**src/rtl/mips_pkg.sv**
```systemverilog
// Shared types and constants for the instruction-fetch front end.
package mips_pkg;

  localparam int WORD_W = 32;
  localparam logic [WORD_W-1:0] PC_INC           = 32'd4;
  localparam logic [WORD_W-1:0] NOP              = 32'h0000_0000;
  localparam logic [WORD_W-1:0] DEFAULT_RESET_PC = 32'h0000_0000;

  typedef struct packed {
    logic [WORD_W-1:0] pc;
    logic [WORD_W-1:0] ins;
  } entry_t;

  localparam int ENTRY_W = $bits(entry_t);

  // Fetch addresses are always word aligned; the low two bits are dropped.
  function automatic logic [WORD_W-1:0] align_pc(input logic [WORD_W-1:0] pc);
    return pc & ~32'h3;
  endfunction

endpackage

```
**src/rtl/sync_fifo.sv**
```systemverilog
// Circular-buffer FIFO with flush; push and pop in one cycle are both honoured.
module sync_fifo #(
  parameter int DEPTH = 4,
  parameter int WIDTH = 64,
  localparam int CW = $clog2(DEPTH + 1)
) (
  input  logic             clk,
  input  logic             rst,
  input  logic             push,
  input  logic             pop,
  input  logic             flush,
  input  logic [WIDTH-1:0] wdata,
  output logic [WIDTH-1:0] rdata,
  output logic             full,
  output logic             empty,
  output logic [CW-1:0]    count
);

  localparam int AW = (DEPTH > 1) ? $clog2(DEPTH) : 1;
  localparam logic [AW-1:0] LAST = AW'(DEPTH - 1);

  logic [WIDTH-1:0] mem [DEPTH];
  logic [AW-1:0]    rd_ptr;
  logic [AW-1:0]    wr_ptr;
  logic             do_push;
  logic             do_pop;

  // A push into a full buffer is legal only when the head leaves in the same cycle.
  assign do_pop  = pop && !empty && !flush;
  assign do_push = push && !flush && (!full || do_pop);

  function automatic logic [AW-1:0] next_ptr(input logic [AW-1:0] p);
    return (p == LAST) ? '0 : p + 1'b1;
  endfunction

  always_ff @(posedge clk) begin
    if (rst || flush) begin
      rd_ptr <= '0;
      wr_ptr <= '0;
      count  <= '0;
    end else begin
      if (do_push) wr_ptr <= next_ptr(wr_ptr);
      if (do_pop)  rd_ptr <= next_ptr(rd_ptr);
      if (do_push && !do_pop)      count <= count + 1'b1;
      else if (do_pop && !do_push) count <= count - 1'b1;
    end
  end

  always_ff @(posedge clk) begin
    if (do_push) mem[wr_ptr] <= wdata;
  end

  assign rdata = mem[rd_ptr];
  assign empty = (count == '0);
  assign full  = (count == CW'(DEPTH));

endmodule

```
**src/rtl/fetch_stage.sv**
```systemverilog
// Instruction-fetch front end: PC/credit/drop bookkeeping around an in-order response queue.
module fetch_stage
  import mips_pkg::*;
#(
  parameter logic [31:0] RESET_PC = DEFAULT_RESET_PC,
  parameter int          DEPTH    = 4
) (
  input  logic        clk,
  input  logic        rst,
  output logic        imem_req_valid,
  input  logic        imem_req_ready,
  output logic [31:0] imem_req_addr,
  input  logic        imem_rsp_valid,
  input  logic [31:0] imem_rsp_data,
  input  logic        redirect_valid,
  input  logic [31:0] redirect_pc,
  output logic        ins_valid,
  input  logic        ins_ready,
  output logic [31:0] ins,
  output logic [31:0] ins_pc
);

  localparam int CW  = $clog2(DEPTH + 1);
  localparam int CW1 = CW + 1;
  localparam logic [CW:0] CREDITS = CW1'(DEPTH);

  logic [31:0]        fetch_pc;
  logic [31:0]        rsp_pc;
  logic [31:0]        last_pc;
  logic [CW-1:0]      outstanding;
  logic [CW-1:0]      drop_cnt;
  logic [CW-1:0]      count;
  logic [CW:0]        credit_used;
  logic               fifo_full;
  logic               fifo_empty;
  logic [ENTRY_W-1:0] head_raw;
  entry_t             head;
  entry_t             push_entry;
  logic               req_fire;
  logic               rsp_drop;
  logic               rsp_keep;
  logic               pop;

  // Both channels transfer on a rising edge where valid && ready; valid never waits on ready.
  assign credit_used    = {1'b0, count} + {1'b0, outstanding};
  assign imem_req_valid = !rst && !redirect_valid && (credit_used < CREDITS);
  assign imem_req_addr  = fetch_pc;
  assign req_fire       = imem_req_valid && imem_req_ready;

  assign rsp_drop   = imem_rsp_valid && (redirect_valid || (drop_cnt != '0));
  assign rsp_keep   = imem_rsp_valid && !rsp_drop;
  assign pop        = ins_valid && ins_ready;
  assign push_entry = {rsp_pc, imem_rsp_data};

  always_ff @(posedge clk) begin
    if (rst) begin
      fetch_pc    <= RESET_PC;
      rsp_pc      <= RESET_PC;
      last_pc     <= RESET_PC;
      outstanding <= '0;
      drop_cnt    <= '0;
    end else begin
      last_pc <= ins_pc;
      if (redirect_valid) begin
        fetch_pc    <= align_pc(redirect_pc);
        rsp_pc      <= align_pc(redirect_pc);
        // Every request still in flight belongs to the abandoned path.
        outstanding <= outstanding - CW'(imem_rsp_valid);
        drop_cnt    <= outstanding - CW'(imem_rsp_valid);
      end else begin
        if (req_fire) fetch_pc <= fetch_pc + PC_INC;
        if (rsp_keep) rsp_pc   <= rsp_pc + PC_INC;
        if (rsp_drop) drop_cnt <= drop_cnt - 1'b1;
        if (req_fire && !imem_rsp_valid)      outstanding <= outstanding + 1'b1;
        else if (!req_fire && imem_rsp_valid) outstanding <= outstanding - 1'b1;
      end
    end
  end

  sync_fifo #(
    .DEPTH(DEPTH),
    .WIDTH(ENTRY_W)
  ) u_fifo (
    .clk   (clk),
    .rst   (rst),
    .push  (rsp_keep),
    .pop   (pop),
    .flush (redirect_valid),
    .wdata (push_entry),
    .rdata (head_raw),
    .full  (fifo_full),
    .empty (fifo_empty),
    .count (count)
  );

  assign head      = entry_t'(head_raw);
  assign ins_valid = !fifo_empty;
  assign ins       = fifo_empty ? NOP : head.ins;
  assign ins_pc    = fifo_empty ? last_pc : head.pc;

  // Credits guarantee a kept response always has room.
  assert property (@(posedge clk) disable iff (rst) rsp_keep |-> (!fifo_full || pop));

endmodule

```
**config.mk**
```make
export PLATFORM = sky130hd
export DESIGN_NAME = fetch_stage
export DESIGN_NICKNAME = d
export VERILOG_FILES = /design/src/rtl/mips_pkg.sv /design/src/rtl/sync_fifo.sv /design/src/rtl/fetch_stage.sv
export SDC_FILE = /design/constraint.sdc
export NUM_CORES = 1
export LEC_CHECK = 0
export CAP_MARGIN = 10
export CORE_ASPECT_RATIO = 0.8
export CORE_MARGIN = 3
export CORE_UTILIZATION = 35
export DETAILED_ROUTE_END_ITERATION = 12
export HOLD_SLACK_MARGIN = 0.03
export PLACE_DENSITY_LB_ADDON = 0.3
export REMOVE_ABC_BUFFERS = 1
export SETUP_SLACK_MARGIN = 0.02
export SYNTH_ARGS = -nofsm -noshare
export SYNTH_HDL_FRONTEND = slang
export SYNTH_HIERARCHICAL = 1
export SYNTH_SLANG_ARGS = --single-unit
export TNS_END_PERCENT = 20
```
**constraint.sdc**
```tcl
create_clock -name clk -period 6.16 [get_ports clk]
set_clock_uncertainty 0.1 [all_clocks]
set_input_delay 1.54 -clock clk [delete_from_list [all_inputs] [get_ports clk]]
set_output_delay 1.54 -clock clk [all_outputs]
set_load 0.01 [all_outputs]
```
==> flow_metrics.py <==
metrics = {
    "routing": {
        "drc": 0,
        "ant_nets": 0,
        "vias": 8987,
        "wirelength_mm": 35.6,
        "drtPass1Iterations": 5,
        "routed_via_density": 5.12,
        "routedWlPerCell_um": 20.3,
        "drt_iter0_markers": 573,
    },
    "synthesis": {
        "avgSynthCellArea_um2": 15.0,
        "synth_area_um2": 15000,
        "synthCells": 1001,
        "synth_warnings": 6,
    },
    "global_route": {
        "grt_max_degree": 70,
        "grt_remaining_overflow": 0,
        "grt_pass1_vias": 9108,
        "antenna_found_initial": 0,
        "grt_pass1_wl_mm": 54.4,
        "grt_usage": 0.156,
    },
    "outcome": {
        "status": "complete, no violations",
    },
    "clock_network": {
        "cts_num_sinks": 363,
        "cts_resized": 0,
        "cts_buffer_depth": 3,
        "tritoncts": "built",
        "root_buffer": "clkbuf_16",
        "post_cts_buffers": 0,
        "htreeDepth": 2,
        "clk_latency_ns": 0.53,
        "cts_buffers": 39,
        "hold_buffers": 0,
        "clk_pin_slew_ns": 0.06,
    },
    "setup_path": {
        "reg2reg_setup_slack_ns": 2.77,
        "critPathMaxFanout": 42,
        "ff2ff_path_depth": 5,
        "critical_path_class": "flip-flop to output pin",
        "cp.arrival_ns": 3.06,
        "reg2reg_from": "u_fifo/count[1]",
        "cp.required_ns": 4.52,
        "crit_path_start_kind": "flip-flop",
        "endpoint_kind": "output pin",
        "rr_endpoint": "imem_req_addr[30]",
    },
    "run": {
        "maxCapViolations": 0,
    },
    "finish": {
        "post_route_cells_drive_above_1_share": 0.163,
        "syn2layout_area_growth_pct": 23.4,
        "antennaDiodeCount": 0,
        "finalNetCount": 1259,
    },
    "pwr": {
        "p_per_area_nw_per_um2": 287,
        "p_leak_nw": 6.12,
        "ir_worst_vdd_uv": 167,
        "power_mw": 5.32,
    },
    "die": {
        "core_um2": 42200,
        "io_pins": 168,
        "die_area_um2": 45500,
        "die_w_um": 238,
        "num_rows": 67,
        "start_util": 0.356,
        "die_y_um": 191,
    },
    "sta": {
        "slew_headroom": 0.331,
        "period_share": 0.763,
        "timing.final.crit_period_ns": 4.70,
        "finalMaxSlewViolations": 0,
        "finalHoldViolations": 0,
        "max_freq_mhz": 213,
        "fin_ws_ns": 1.46,
        "tightestPinTransition_ns": 1.00,
        "rsz0062_at_grt": "no",
        "finalSetupViolCount": 0,
        "timing.hold.ws_ns": 0.401,
    },
    "hold_path": {
        "min_from": "u_fifo/rd_ptr[0]",
        "hold_class": "flip-flop to flip-flop",
        "min_path_cells": 2,
    },
    "placement": {
        "place.gp.congestion": 0.789,
        "port_buffers": 163,
        "dp.final_hpwl_mm": 22.6,
        "post-place-ws_ns": 1.31,
    },
}
critical path, stage by stage, from the launching register on:
cell and delay (ns):
dfxtp_4 0.95, buf_4 0.38, mux4_2 0.53, nor2b_1 0.14, clkdlybuf4s50_1 0.50
report_power, final:
part	internal, mW	switching (mW)	total [mW]
clock network	1.30	0.916	2.22
registers	2.67	0.0583	2.73
logic	0.188	0.184	0.371
total	4.16	1.16	5.32
registers in the layout, summed over array words and instances, names as in the netlist, named ones only:
name,flops
u_fifo/rd_ptr,2
u_fifo/mem,256
last_pc,32
rsp_pc,30
outstanding,3
drop_cnt,3
u_fifo/wr_ptr,2
u_fifo/count,3
imem_req_addr,30
through the flow:
step / TNS (ns) / cell area [um^2] / util / instances
after CTS: 0 / 18500 / 0.439 / 1755
after global placement: 0 / 17300 / 0.411 / 1684
final: 0 / 18500 / 0.439 / 1755
after global routing: 0 / 18500 / 0.439 / 1755
after detailed placement: 0 / 17300 / 0.411 / 1684
after floorplan: -38.84 / 14800 / - / 956
worst max path at each step:
stage | from | to | slack, ns | cells after the start
6_report | flip-flop | ins[1] | 1.46 | 4
5_1_grt | flip-flop | ins[1] | 1.21 | 4
4_1_cts | flip-flop | ins[1] | 1.32 | 4
3_5_place_dp | imem_rsp_valid | u_fifo/count[2] | 1.31 | 11
3_3_place_gp | imem_rsp_valid | u_fifo/count[2] | 1.35 | 11
2_1_floorplan | u_fifo/count[0] | ins_pc[0] | -0.48 | 2
cell usage in the layout, fill, tap and decap left out, types with 4 or more instances in the layout:
cell and instances:
buf_4 10, xor2_1 29, o311ai_0 5, inv_1 24
edfxtp_1 256, o21ai_0 12, nand3_1 21, clkinv_2 8
a31oi_1 14, mux4_2 64, clkbuf_16 41, or2_2 4
nor2_1 45, clkbuf_1 12, dfxtp_1 105, mux2_2 33
clkdlybuf4s50_1 161, a211oi_1 17, nand2_1 48, and3_4 4
a21oi_1 32, or3_1 8, conb_1 10, and3_1 11
nand4_1 20, mux2i_1 7, buf_12 4, nor2b_1 66
xnor2_1 14, nor4_1 6, a21boi_0 11, and4_1 8
ha_1 14, nor3_1 10
area by class of cell:
| type | instances | area, um^2 |
|---|---|---|
| Inverter | 25 | 93.8 |
| Fill cell | 3801 | 23600 |
| Tap cell | 552 | 691 |
| Sequential cell | 363 | 9840 |
| Clock inverter | 15 | 106 |
| Timing Repair Buffer | 176 | 1770 |
| Multi-Input combinational cell | 568 | 4920 |
| Clock buffer | 56 | 1110 |
metal layers:
metal  track usage  up-vias  routed length, um  part of all wire
met4        0.0402        0                701             0.020
met1         0.221     4514              16700              0.47
met5             0        -                  0                 0
li1              -     4172                  -                 -
met3        0.0338       49               2010             0.057
met2         0.246      252              16100              0.45
(Power assumes the default switching activity.)
